File: src/rtl/ii_window_loader.sv
// ii_window_loader
// ----------------
// Front end of the Haar cascade evaluator. Takes one 20x20 window of pixels
// in raster order, writes its 21x21 integral image (row 0 / column 0 zero)
// straight into the cascade's integral-image RAM, computes the variance
// normalisation factor sqrt(N*sum(p^2) - (sum p)^2), starts the cascade and
// returns the cascade's accept/reject result upstream.
//
// Ports
//   clk_i, rst_i                 clock, synchronous active-high reset
//   win_start_i                  begin a new window (ignored while busy_o)
//   pix_data_i/pix_val_i/pix_ready_o   pixel stream, valid/ready handshake
//   ii_addr_wr_o/ii_data_wr_o/ii_val_wr_o   integral-image RAM write port
//   variance_norm_factor_o       floor(sqrt(nf)), or 1 when nf == 0
//   start_o / done_i / result_i  cascade handshake
//   busy_o, win_done_o, win_result_o   window status towards upstream
module ii_window_loader #(
  parameter int LENGHT_LINE_II = 21,
  parameter int ADDR_WIDTH_II  = $clog2(LENGHT_LINE_II*LENGHT_LINE_II),
  parameter int PIX_WIDTH      = 8
) (
  input  logic                     clk_i,
  input  logic                     rst_i,
  input  logic                     win_start_i,
  input  logic [PIX_WIDTH-1:0]     pix_data_i,
  input  logic                     pix_val_i,
  output logic                     pix_ready_o,
  output logic [ADDR_WIDTH_II-1:0] ii_addr_wr_o,
  output logic [31:0]              ii_data_wr_o,
  output logic                     ii_val_wr_o,
  output logic [31:0]              variance_norm_factor_o,
  output logic                     start_o,
  input  logic                     done_i,
  input  logic                     result_i,
  output logic                     busy_o,
  output logic                     win_done_o,
  output logic                     win_result_o
);

  localparam int WIN    = LENGHT_LINE_II - 1;          // window side
  localparam int NPIX   = WIN * WIN;                   // pixels per window
  localparam int CW     = $clog2(LENGHT_LINE_II);      // x/y counter width
  localparam int SUM_W  = 17;
  localparam int SQ_W   = 25;
  localparam int ROW_W  = 13;
  localparam int II_W   = 17;
  localparam int NF_W   = 34;
  localparam int ROOT_W = NF_W / 2;
  localparam int REM_W  = ROOT_W + 1;
  localparam int BC_W   = $clog2(ROOT_W);

  typedef enum logic [2:0] {
    S_IDLE, S_CLEAR, S_ZCOL, S_LOAD, S_NF, S_SQRT, S_START, S_WAIT
  } state_t;

  state_t                   state_q, state_d;
  logic [CW-1:0]            x_q, x_d, y_q, y_d;
  logic [SUM_W-1:0]         sum_q, sum_d;
  logic [SQ_W-1:0]          sqsum_q, sqsum_d;
  logic [ROW_W-1:0]         rowsum_q, rowsum_d;
  logic [II_W-1:0]          prev_q [LENGHT_LINE_II];
  logic [II_W-1:0]          prev_d [LENGHT_LINE_II];
  logic [NF_W-1:0]          rad_q, rad_d;
  logic [REM_W-1:0]         rem_q, rem_d;
  logic [ROOT_W-1:0]        root_q, root_d;
  logic [BC_W-1:0]          bit_cnt_q, bit_cnt_d;

  logic                     pix_ready_q, pix_ready_d;
  logic [ADDR_WIDTH_II-1:0] ii_addr_q, ii_addr_d;
  logic [31:0]              ii_data_q, ii_data_d;
  logic                     ii_val_q, ii_val_d;
  logic [31:0]              vnf_q, vnf_d;
  logic                     start_q, start_d;
  logic                     busy_q, busy_d;
  logic                     win_done_q, win_done_d;
  logic                     win_result_q, win_result_d;

  // Combinational helpers
  logic [ADDR_WIDTH_II-1:0] row_base;
  logic                     pix_fire;
  logic [ROW_W-1:0]         rowsum_new;
  logic [II_W-1:0]          ii_new;
  logic [REM_W+1:0]         rem_t;
  logic [REM_W+1:0]         trial;
  logic [ROOT_W-1:0]        root_new;

  assign row_base = ADDR_WIDTH_II'(y_q) * ADDR_WIDTH_II'(LENGHT_LINE_II);
  // pix_ready_q is high exactly in LOAD, so it doubles as the state qualifier.
  assign pix_fire = pix_val_i & pix_ready_q;

  always_comb begin
    state_d      = state_q;
    x_d          = x_q;
    y_d          = y_q;
    sum_d        = sum_q;
    sqsum_d      = sqsum_q;
    rowsum_d     = rowsum_q;
    prev_d       = prev_q;
    rad_d        = rad_q;
    rem_d        = rem_q;
    root_d       = root_q;
    bit_cnt_d    = bit_cnt_q;
    ii_addr_d    = ii_addr_q;
    ii_data_d    = ii_data_q;
    ii_val_d     = 1'b0;
    vnf_d        = vnf_q;
    busy_d       = busy_q;
    win_done_d   = 1'b0;
    win_result_d = win_result_q;
    rowsum_new   = '0;
    ii_new       = '0;
    rem_t        = '0;
    trial        = '0;
    root_new     = '0;

    // busy_o stays high through the win_done_o cycle, then drops.
    if (win_done_q) busy_d = 1'b0;

    case (state_q)
      S_IDLE: begin
        if (win_start_i && !busy_q) begin
          sum_d        = '0;
          sqsum_d      = '0;
          rowsum_d     = '0;
          for (int i = 0; i < LENGHT_LINE_II; i++) prev_d[i] = '0;
          x_d          = '0;
          y_d          = '0;
          busy_d       = 1'b1;
          win_result_d = 1'b0;
          state_d      = S_CLEAR;
        end
      end

      S_CLEAR: begin
        // Row 0 of the integral image: x_q walks addresses 0..WIN.
        ii_val_d  = 1'b1;
        ii_addr_d = ADDR_WIDTH_II'(x_q);
        ii_data_d = '0;
        if (x_q == CW'(WIN)) begin
          y_d     = CW'(1);
          state_d = S_ZCOL;
        end else begin
          x_d = x_q + CW'(1);
        end
      end

      S_ZCOL: begin
        ii_val_d  = 1'b1;
        ii_addr_d = row_base;
        ii_data_d = '0;
        rowsum_d  = '0;
        x_d       = CW'(1);
        state_d   = S_LOAD;
      end

      S_LOAD: begin
        if (pix_fire) begin
          rowsum_new = rowsum_q + ROW_W'(pix_data_i);
          ii_new     = prev_q[x_q] + II_W'(rowsum_new);
          rowsum_d   = rowsum_new;
          prev_d[x_q] = ii_new;
          ii_val_d   = 1'b1;
          ii_addr_d  = row_base + ADDR_WIDTH_II'(x_q);
          ii_data_d  = 32'(ii_new);
          sum_d      = sum_q + SUM_W'(pix_data_i);
          sqsum_d    = sqsum_q + SQ_W'(pix_data_i) * SQ_W'(pix_data_i);
          if (x_q == CW'(WIN)) begin
            if (y_q == CW'(WIN)) begin
              state_d = S_NF;
            end else begin
              y_d     = y_q + CW'(1);
              state_d = S_ZCOL;
            end
          end else begin
            x_d = x_q + CW'(1);
          end
        end
      end

      S_NF: begin
        // Cauchy-Schwarz guarantees N*sum(p^2) >= (sum p)^2.
        rad_d     = NF_W'(sqsum_q) * NF_W'(NPIX) - NF_W'(sum_q) * NF_W'(sum_q);
        rem_d     = '0;
        root_d    = '0;
        bit_cnt_d = '0;
        state_d   = S_SQRT;
      end

      S_SQRT: begin
        // Restoring square root: bring down two radicand bits, try
        // subtracting 4*root+1, keep the result bit.
        rem_t = {rem_q, rad_q[NF_W-1 -: 2]};
        trial = {1'b0, root_q, 2'b01};
        if (rem_t >= trial) begin
          rem_d    = REM_W'(rem_t - trial);
          root_new = {root_q[ROOT_W-2:0], 1'b1};
        end else begin
          rem_d    = REM_W'(rem_t);
          root_new = {root_q[ROOT_W-2:0], 1'b0};
        end
        root_d    = root_new;
        rad_d     = {rad_q[NF_W-3:0], 2'b00};
        bit_cnt_d = bit_cnt_q + BC_W'(1);
        if (bit_cnt_q == BC_W'(ROOT_W - 1)) begin
          // A zero root happens only for nf == 0 (flat window).
          vnf_d   = (root_new == '0) ? 32'd1 : 32'(root_new);
          state_d = S_START;
        end
      end

      S_START: begin
        state_d = S_WAIT;
      end

      S_WAIT: begin
        if (done_i) begin
          win_result_d = result_i;
          win_done_d   = 1'b1;
          state_d      = S_IDLE;
        end
      end

      default: state_d = S_IDLE;
    endcase

    // Registered copies of state-derived strobes.
    pix_ready_d = (state_d == S_LOAD);
    start_d     = (state_d == S_START);
  end

  always_ff @(posedge clk_i) begin
    if (rst_i) begin
      state_q      <= S_IDLE;
      x_q          <= '0;
      y_q          <= '0;
      sum_q        <= '0;
      sqsum_q      <= '0;
      rowsum_q     <= '0;
      for (int i = 0; i < LENGHT_LINE_II; i++) prev_q[i] <= '0;
      rad_q        <= '0;
      rem_q        <= '0;
      root_q       <= '0;
      bit_cnt_q    <= '0;
      pix_ready_q  <= 1'b0;
      ii_addr_q    <= '0;
      ii_data_q    <= '0;
      ii_val_q     <= 1'b0;
      vnf_q        <= 32'd1;
      start_q      <= 1'b0;
      busy_q       <= 1'b0;
      win_done_q   <= 1'b0;
      win_result_q <= 1'b0;
    end else begin
      state_q      <= state_d;
      x_q          <= x_d;
      y_q          <= y_d;
      sum_q        <= sum_d;
      sqsum_q      <= sqsum_d;
      rowsum_q     <= rowsum_d;
      for (int i = 0; i < LENGHT_LINE_II; i++) prev_q[i] <= prev_d[i];
      rad_q        <= rad_d;
      rem_q        <= rem_d;
      root_q       <= root_d;
      bit_cnt_q    <= bit_cnt_d;
      pix_ready_q  <= pix_ready_d;
      ii_addr_q    <= ii_addr_d;
      ii_data_q    <= ii_data_d;
      ii_val_q     <= ii_val_d;
      vnf_q        <= vnf_d;
      start_q      <= start_d;
      busy_q       <= busy_d;
      win_done_q   <= win_done_d;
      win_result_q <= win_result_d;
    end
  end

  assign pix_ready_o            = pix_ready_q;
  assign ii_addr_wr_o           = ii_addr_q;
  assign ii_data_wr_o           = ii_data_q;
  assign ii_val_wr_o            = ii_val_q;
  assign variance_norm_factor_o = vnf_q;
  assign start_o                = start_q;
  assign busy_o                 = busy_q;
  assign win_done_o             = win_done_q;
  assign win_result_o           = win_result_q;

endmodule

File: config.mk
export PLATFORM = sky130hd
export DESIGN_NAME = ii_window_loader
export DESIGN_NICKNAME = d
export VERILOG_FILES = /design/src/rtl/ii_window_loader.sv
export SDC_FILE = /design/constraint.sdc
export NUM_CORES = 2
export LEC_CHECK = 0
export CAP_MARGIN = 10
export CORE_MARGIN = 10
export CORE_UTILIZATION = 45
export CTS_BUF_LIST = sky130_fd_sc_hd__clkbuf_4
export DETAILED_ROUTE_END_ITERATION = 8
export SETUP_SLACK_MARGIN = 0.02
export SLEW_MARGIN = 10
export SYNTH_ARGS = -nofsm -noshare
export SYNTH_HDL_FRONTEND = slang
export SYNTH_SLANG_ARGS = --single-unit
File: constraint.sdc
create_clock -name clk_i -period 7.5 [get_ports clk_i]
set_clock_uncertainty 0.1 [all_clocks]
set_input_delay 2.25 -clock clk_i [delete_from_list [all_inputs] [get_ports clk_i]]
set_output_delay 2.25 -clock clk_i [all_outputs]
set_load 0.02 [all_outputs]
After elaboration in Yosys (flattened, before gate mapping)
Cells that the tools add are included.

word-level totals
  flip-flop bits (word level) = 578
  ROM bits = 0
  bits in writable memories = 0
  latch bits = 0
  logic and storage cells = 157
  memories = 0
  input port bits = 14
  output and inout bits = 79

operators by class
  shift-type cells = 0
  mux-type cells = 56
  div/mod/pow operators = 0
  eq/ne operators = 18
  add/sub/neg operators = 10
  reductions and logical operators = 23
  multipliers = 4
  bitwise gates (word level) = 3
  $lt $le $gt $ge = 3

operators with widths
  cell                                                                   count
  357-bit two-way mux                                                    2
  357-bit one-hot mux with 2 select lines                                1
  357-bit bitwise mux                                                    1
  17-bit two-way mux                                                     7
  17-bit binary-select mux with 5-bit select                             1
  17-bit demux with 5-bit select                                         1
  17-bit one-hot mux with 2 select lines                                 2
  34-bit one-hot mux with 2 select lines                                 1
  32-bit one-hot mux with 2 select lines                                 1
  25-bit two-way mux                                                     2
  25-bit one-hot mux with 2 select lines                                 1
  13-bit one-hot mux with 3 select lines                                 1
  18-bit one-hot mux with 2 select lines                                 1
  5-bit two-way mux                                                      7
  17-bit by 17-bit multiplier with 34-bit output                         1
  34-bit subtractor                                                      1
  32-bit two-way mux                                                     1
  25-bit by 5-bit multiplier with 30-bit output (second input constant)  1
  9-bit one-hot mux with 3 select lines                                  1
  13-bit two-way mux                                                     2
  25-bit by 16-bit adder with 25-bit output                              1
  3-bit one-hot mux with 8 select lines                                  1
  3-bit two-way mux                                                      7
  20-bit by 19-bit greater-or-equal comparator with 1-bit output         1
  other kinds (36)                                                       71

Logic depth before layout (Yosys ltp)
  depth after elaboration = 8
  gate-level depth with buffers = 32
  mapped depth without buffers = 31

Worst setup path before layout
No wires, ideal clock.

  path type = register -> register
  start = register sqsum_q[3]
  end = register rad_q[33]
  arrival time = 7,051 ps
  required time = 7,321 ps
  clock period less this slack = 7,230 ps
  setup slack = 270 ps
  stages on the path, launching flop included = 28
  library setup time = 79 ps
  path buffers = 0
  cells stage by stage = dfxtp_1 -> ha_1 -> ha_1 -> fa_1 -> ha_1 -> o21ai_0 -> o21bai_1 -> a211o_1 -> a21oi_1 -> xor2_1 -> fa_1 -> inv_1 -> fa_1 -> inv_1 -> fa_1 -> fa_1 -> fa_1 -> inv_1 -> ha_1 -> nand3_1 -> or4_1 -> a21oi_1 -> o21ai_1 -> nand4_1 -> nand3_1 -> nor3b_1 -> or3_1 -> o211ai_1

on the way
  cells in the longest elaborated chain, start to end = 3

ends and longest elaborated chain
  what                                           RTL line  source
  start, declared                                59        logic [SQ_W-1:0] sqsum_q, sqsum_d;
  start signal, assigned                         258       sqsum_q <= sqsum_d;
  25-bit by 5-bit multiplier with 30-bit output  182       rad_d = NF_W'(sqsum_q) * NF_W'(NPIX) - NF_W'(sum_q) * NF_W'(sum_q);
  34-bit subtractor                              182
  34-bit one-hot mux with 2 select lines         119       case (state_q)
  end signal, assigned                           261       rad_q <= rad_d;
  end, declared                                  63        logic [NF_W-1:0] rad_q, rad_d;

Every way passes these cells.
A chain may end at the register's enable or synchronous reset.

Final worst setup path
Same ends and word-level chain as after synthesis.

==> flow_summary.toml <==
[layout]
stdcell_area_mm2 = 0.0445
syn_to_final_growth_pct = 12.3
final_cells = 6023
multi_input_area_mm2 = 0.0257
fill_cells = 8423
layout-drive-gt1-share = 0.129
seqCellArea_mm2 = 0.0110
nNetsFinal = 5372

[global_routing]
first_global_vias = 33100
antenna_found_initial = 5
grt_max_degree = 186
track_usage = 0.223
grt_pass1_wl_um = 179000
use_met2 = 0.392
gr-max-usage-layer = "met2"
grt.met1_usage = 0.273
grt-ovfl-total = 0
use_met3 = 0.0339

[critical_path]
start_kind = "flop"
worstReg2RegStart = "sqsum_q[3]$_SDFFE_PP0P_"
crit_required_ns = 8.33
path_max_fanout = 4
startpoint = "sqsum_q[3]$_SDFFE_PP0P_"
critPathTopFamily = "adder cells"
crit_buf_inv = 4
cp_slowest_cell = "fa_1"
worst_ep_arrival_time_ns = 8.08
critical_path.max_stage_delay_ns = 0.58
crit_path_end_kind = "flop"
path_class = "flop to flop"

[cts]
hold_buffers = 0
cts_tree = "built"
htree_levels = 4
cts-root-buf = "clkbuf_4"
clock_path_buffers = 3
path_clk_slew_ns = 0.06
clock_latency_ns = 1.04
cts_buffers = 156
cts_sinks = 547

[synth]
synth_seq_cells = 547
yosys_warnings = 0
synthArstFlopShare = 0
seq_area_frac_synth = 0.277
syn-instance-count = 4639
yosysUniqueCellTypes = 77
synthFlopType = "dfxtp_1"
synth_area_per_cell_um2 = 8.53
synth_edf_count = 0
syn_area_mm2 = 0.0396

[outcome]
status = "complete, no violations"

[place]
port_buffers = 62
placed_cell_area_mm2 = 0.0420
place_hpwl_um = 79200
dp.cells = 5747
gp_congestion = 0.861
place_ws_ns = -0.333

[sta]
finalSetupTns_ns = 0
slew_headroom = 0.225
period_share = 0.967
report.final.slew_viol_count = 0
fin_crit_ns = 7.25
timing.fmax_ghz = 0.138
setup_viol = 0
hold_viol = 0
worst_slack_ns = 0.248
worst_slew_pin_slew_ns = 1.16
grt_setup_unrepaired = "yes"

[die]
core_area_mm2 = 0.0870
io_pins = 93
dieArea_mm2 = 0.100
die_width_um = 317
die_y_um = 317
start_util = 0.455
rows = 108

[detailed_routing]
routed_wl_um = 112000
drc_errors = 0
ant_nets = 0
num_vias = 33000
via_per_inst = 5.48
post_drt_wl_per_cell_um = 18.6
drtPass1Iterations = 5
drt_iter0_drc = 2458

[job]
max_cap_violations = 0

[power]
ir_drop_uv = 127
p_per_area_mw_per_mm2 = 149
p_leak_nw = 19.0

[min_path]
hold_path.class = "flop to flop"
hp-start = "ii_data_wr_o[3]$_SDFFE_PP0P_"
## tightest hold or removal path: stages (launching register included)
cell	delay (ns)
dfxtp_1	0.30
nand2_1	0.05
a21oi_1	0.05
## sequential cells by signal, indices dropped and copies added (netlist names)
register / count
sum_q: 17
bit_cnt_q: 5
busy_o: 1
rem_q: 18
win_result_o: 1
x_q: 5
ii_addr_wr_o: 9
start_o: 1
y_q: 5
win_done_o: 1
root_q: 17
variance_norm_factor_o: 17
state_q: 3
sqsum_q: 25
prev_q: 357
ii_data_wr_o: 17
pix_ready_o: 1
rad_q: 33
ii_val_wr_o: 1
rowsum_q: 13
## Yosys cell counts (14+ instances only)
cell type	number	share of area
buf_1	40	0.0038
o21ai_1	40	0.0051
nand2b_1	19	0.0030
and2_1	56	0.0088
o22ai_1	21	0.0033
buf_2	19	0.0024
inv_1	553	0.052
a22o_1	17	0.0038
a21oi_1	428	0.054
o211ai_1	14	0.0027
xnor2_1	96	0.021
nor2_1	219	0.021
nor2b_1	23	0.0036
nand2_1	520	0.049
xor2_1	34	0.0075
a22oi_1	74	0.014
nor4_1	15	0.0024
nand4_1	18	0.0028
nor3_1	51	0.0064
o21bai_1	19	0.0036
o21ai_0	148	0.019
buf_4	32	0.0061
or3_1	20	0.0032
and3_1	16	0.0025
ha_1	309	0.098
a21o_1	43	0.0082
dfxtp_1	547	0.28
fa_1	292	0.15
nand3_1	419	0.053
mux2i_1	25	0.0063
mux4_2	85	0.048
a211oi_1	25	0.0047
o21a_1	27	0.0051
clkbuf_1	243	0.023
## final timing paths
path	to	slack (ns)	cells past startpoint
worst max-delay path	rad_q[33]$_SDFFE_PP0N_	0.25	28
worst min-delay path	ii_data_wr_o[3]$_SDFFE_PP0P_	0.35	2
worst max register to register	rad_q[33]$_SDFFE_PP0N_	0.25	28
worst min register to register	ii_data_wr_o[3]$_SDFFE_PP0P_	0.35	2
## layer usage
metal  routed length (µm)  vias to the layer above
met5                    8                        -
met4                 3460                        2
met3                 5830                      229
met2                55900                      864
met1                46800                    16000
li1                     -                    15900
## logic make-up (layout without fill, tap and decap cells)
group / after synthesis / in the layout / synth area share
compound gates: 938 / 938 / 0.141
xor+xnor: 130 / 130 / 0.0288
fa+ha+maj: 601 / 601 / 0.245
buf+inv: 889 / 1084 / 0.0881
flops: 547 / 547 / 0.277
mux: 112 / 112 / 0.0552
other cells: 1 / 35 / 0.0000947
simple gates: 1421 / 1421 / 0.165
## cells in the final DEF, fill, tap and decap left out, drive strengths merged, types with 18 or more instances in the layout
cell	Yosys	final
inv	553	559
dfxtp	547	547
nand2	520	520
a21oi	428	428
nand3	420	420
ha	309	309
fa	292	292
clkbuf	244	230
nor2	219	219
buf	92	206
o21ai	190	190
xnor2	96	96
mux4	85	85
a22oi	74	74
clkdlybuf4s50	0	61
and2	57	57
nor3	51	51
a21o	43	43
xor2	34	34
conb	1	30
o21a	27	27
mux2i	25	25
a211oi	25	25
nor2b	23	23
clkinv	0	22
o22ai	21	21
or3	20	20
nand2b	19	19
o21bai	19	19
nand4	18	18
## power breakdown
group	internal, mW	switching [mW]	leakage, nW	total, mW
Combinational	0.299	0.476	13.3	0.776
Clock	1.58	1.35	1.21	2.93
Sequential	2.91	0.0195	4.41	2.93
Total	4.78	1.85	19.0	6.63
## per-stage QoR
step                      utilization  power (mW)  hold WS (ns)
after floorplan                     -        3.53         0.332
after global placement          0.483        3.77         0.339
after detailed placement        0.483        3.77         0.344
after CTS                       0.507        6.70         0.353
after global routing            0.511        6.95         0.377
final                           0.511        6.63         0.351
## layout make-up
cell class	count	share of cell area
diodes	5	0.000281
clock buffers	230	0.0388
clock inverters	34	0.00709
inverters	553	0.0467
multi-input cells	3232	0.577
flip-flops and latches	547	0.247
well taps	1155	0.0325
repair buffers	267	0.0505
## repair_timing
item,CTS,global route
pin swaps,1,38
endpoints found under the setup margin,5,19
setup buffers,0,7
resized for setup,8,60
Note: power is estimated with default switching activity, not from simulation.
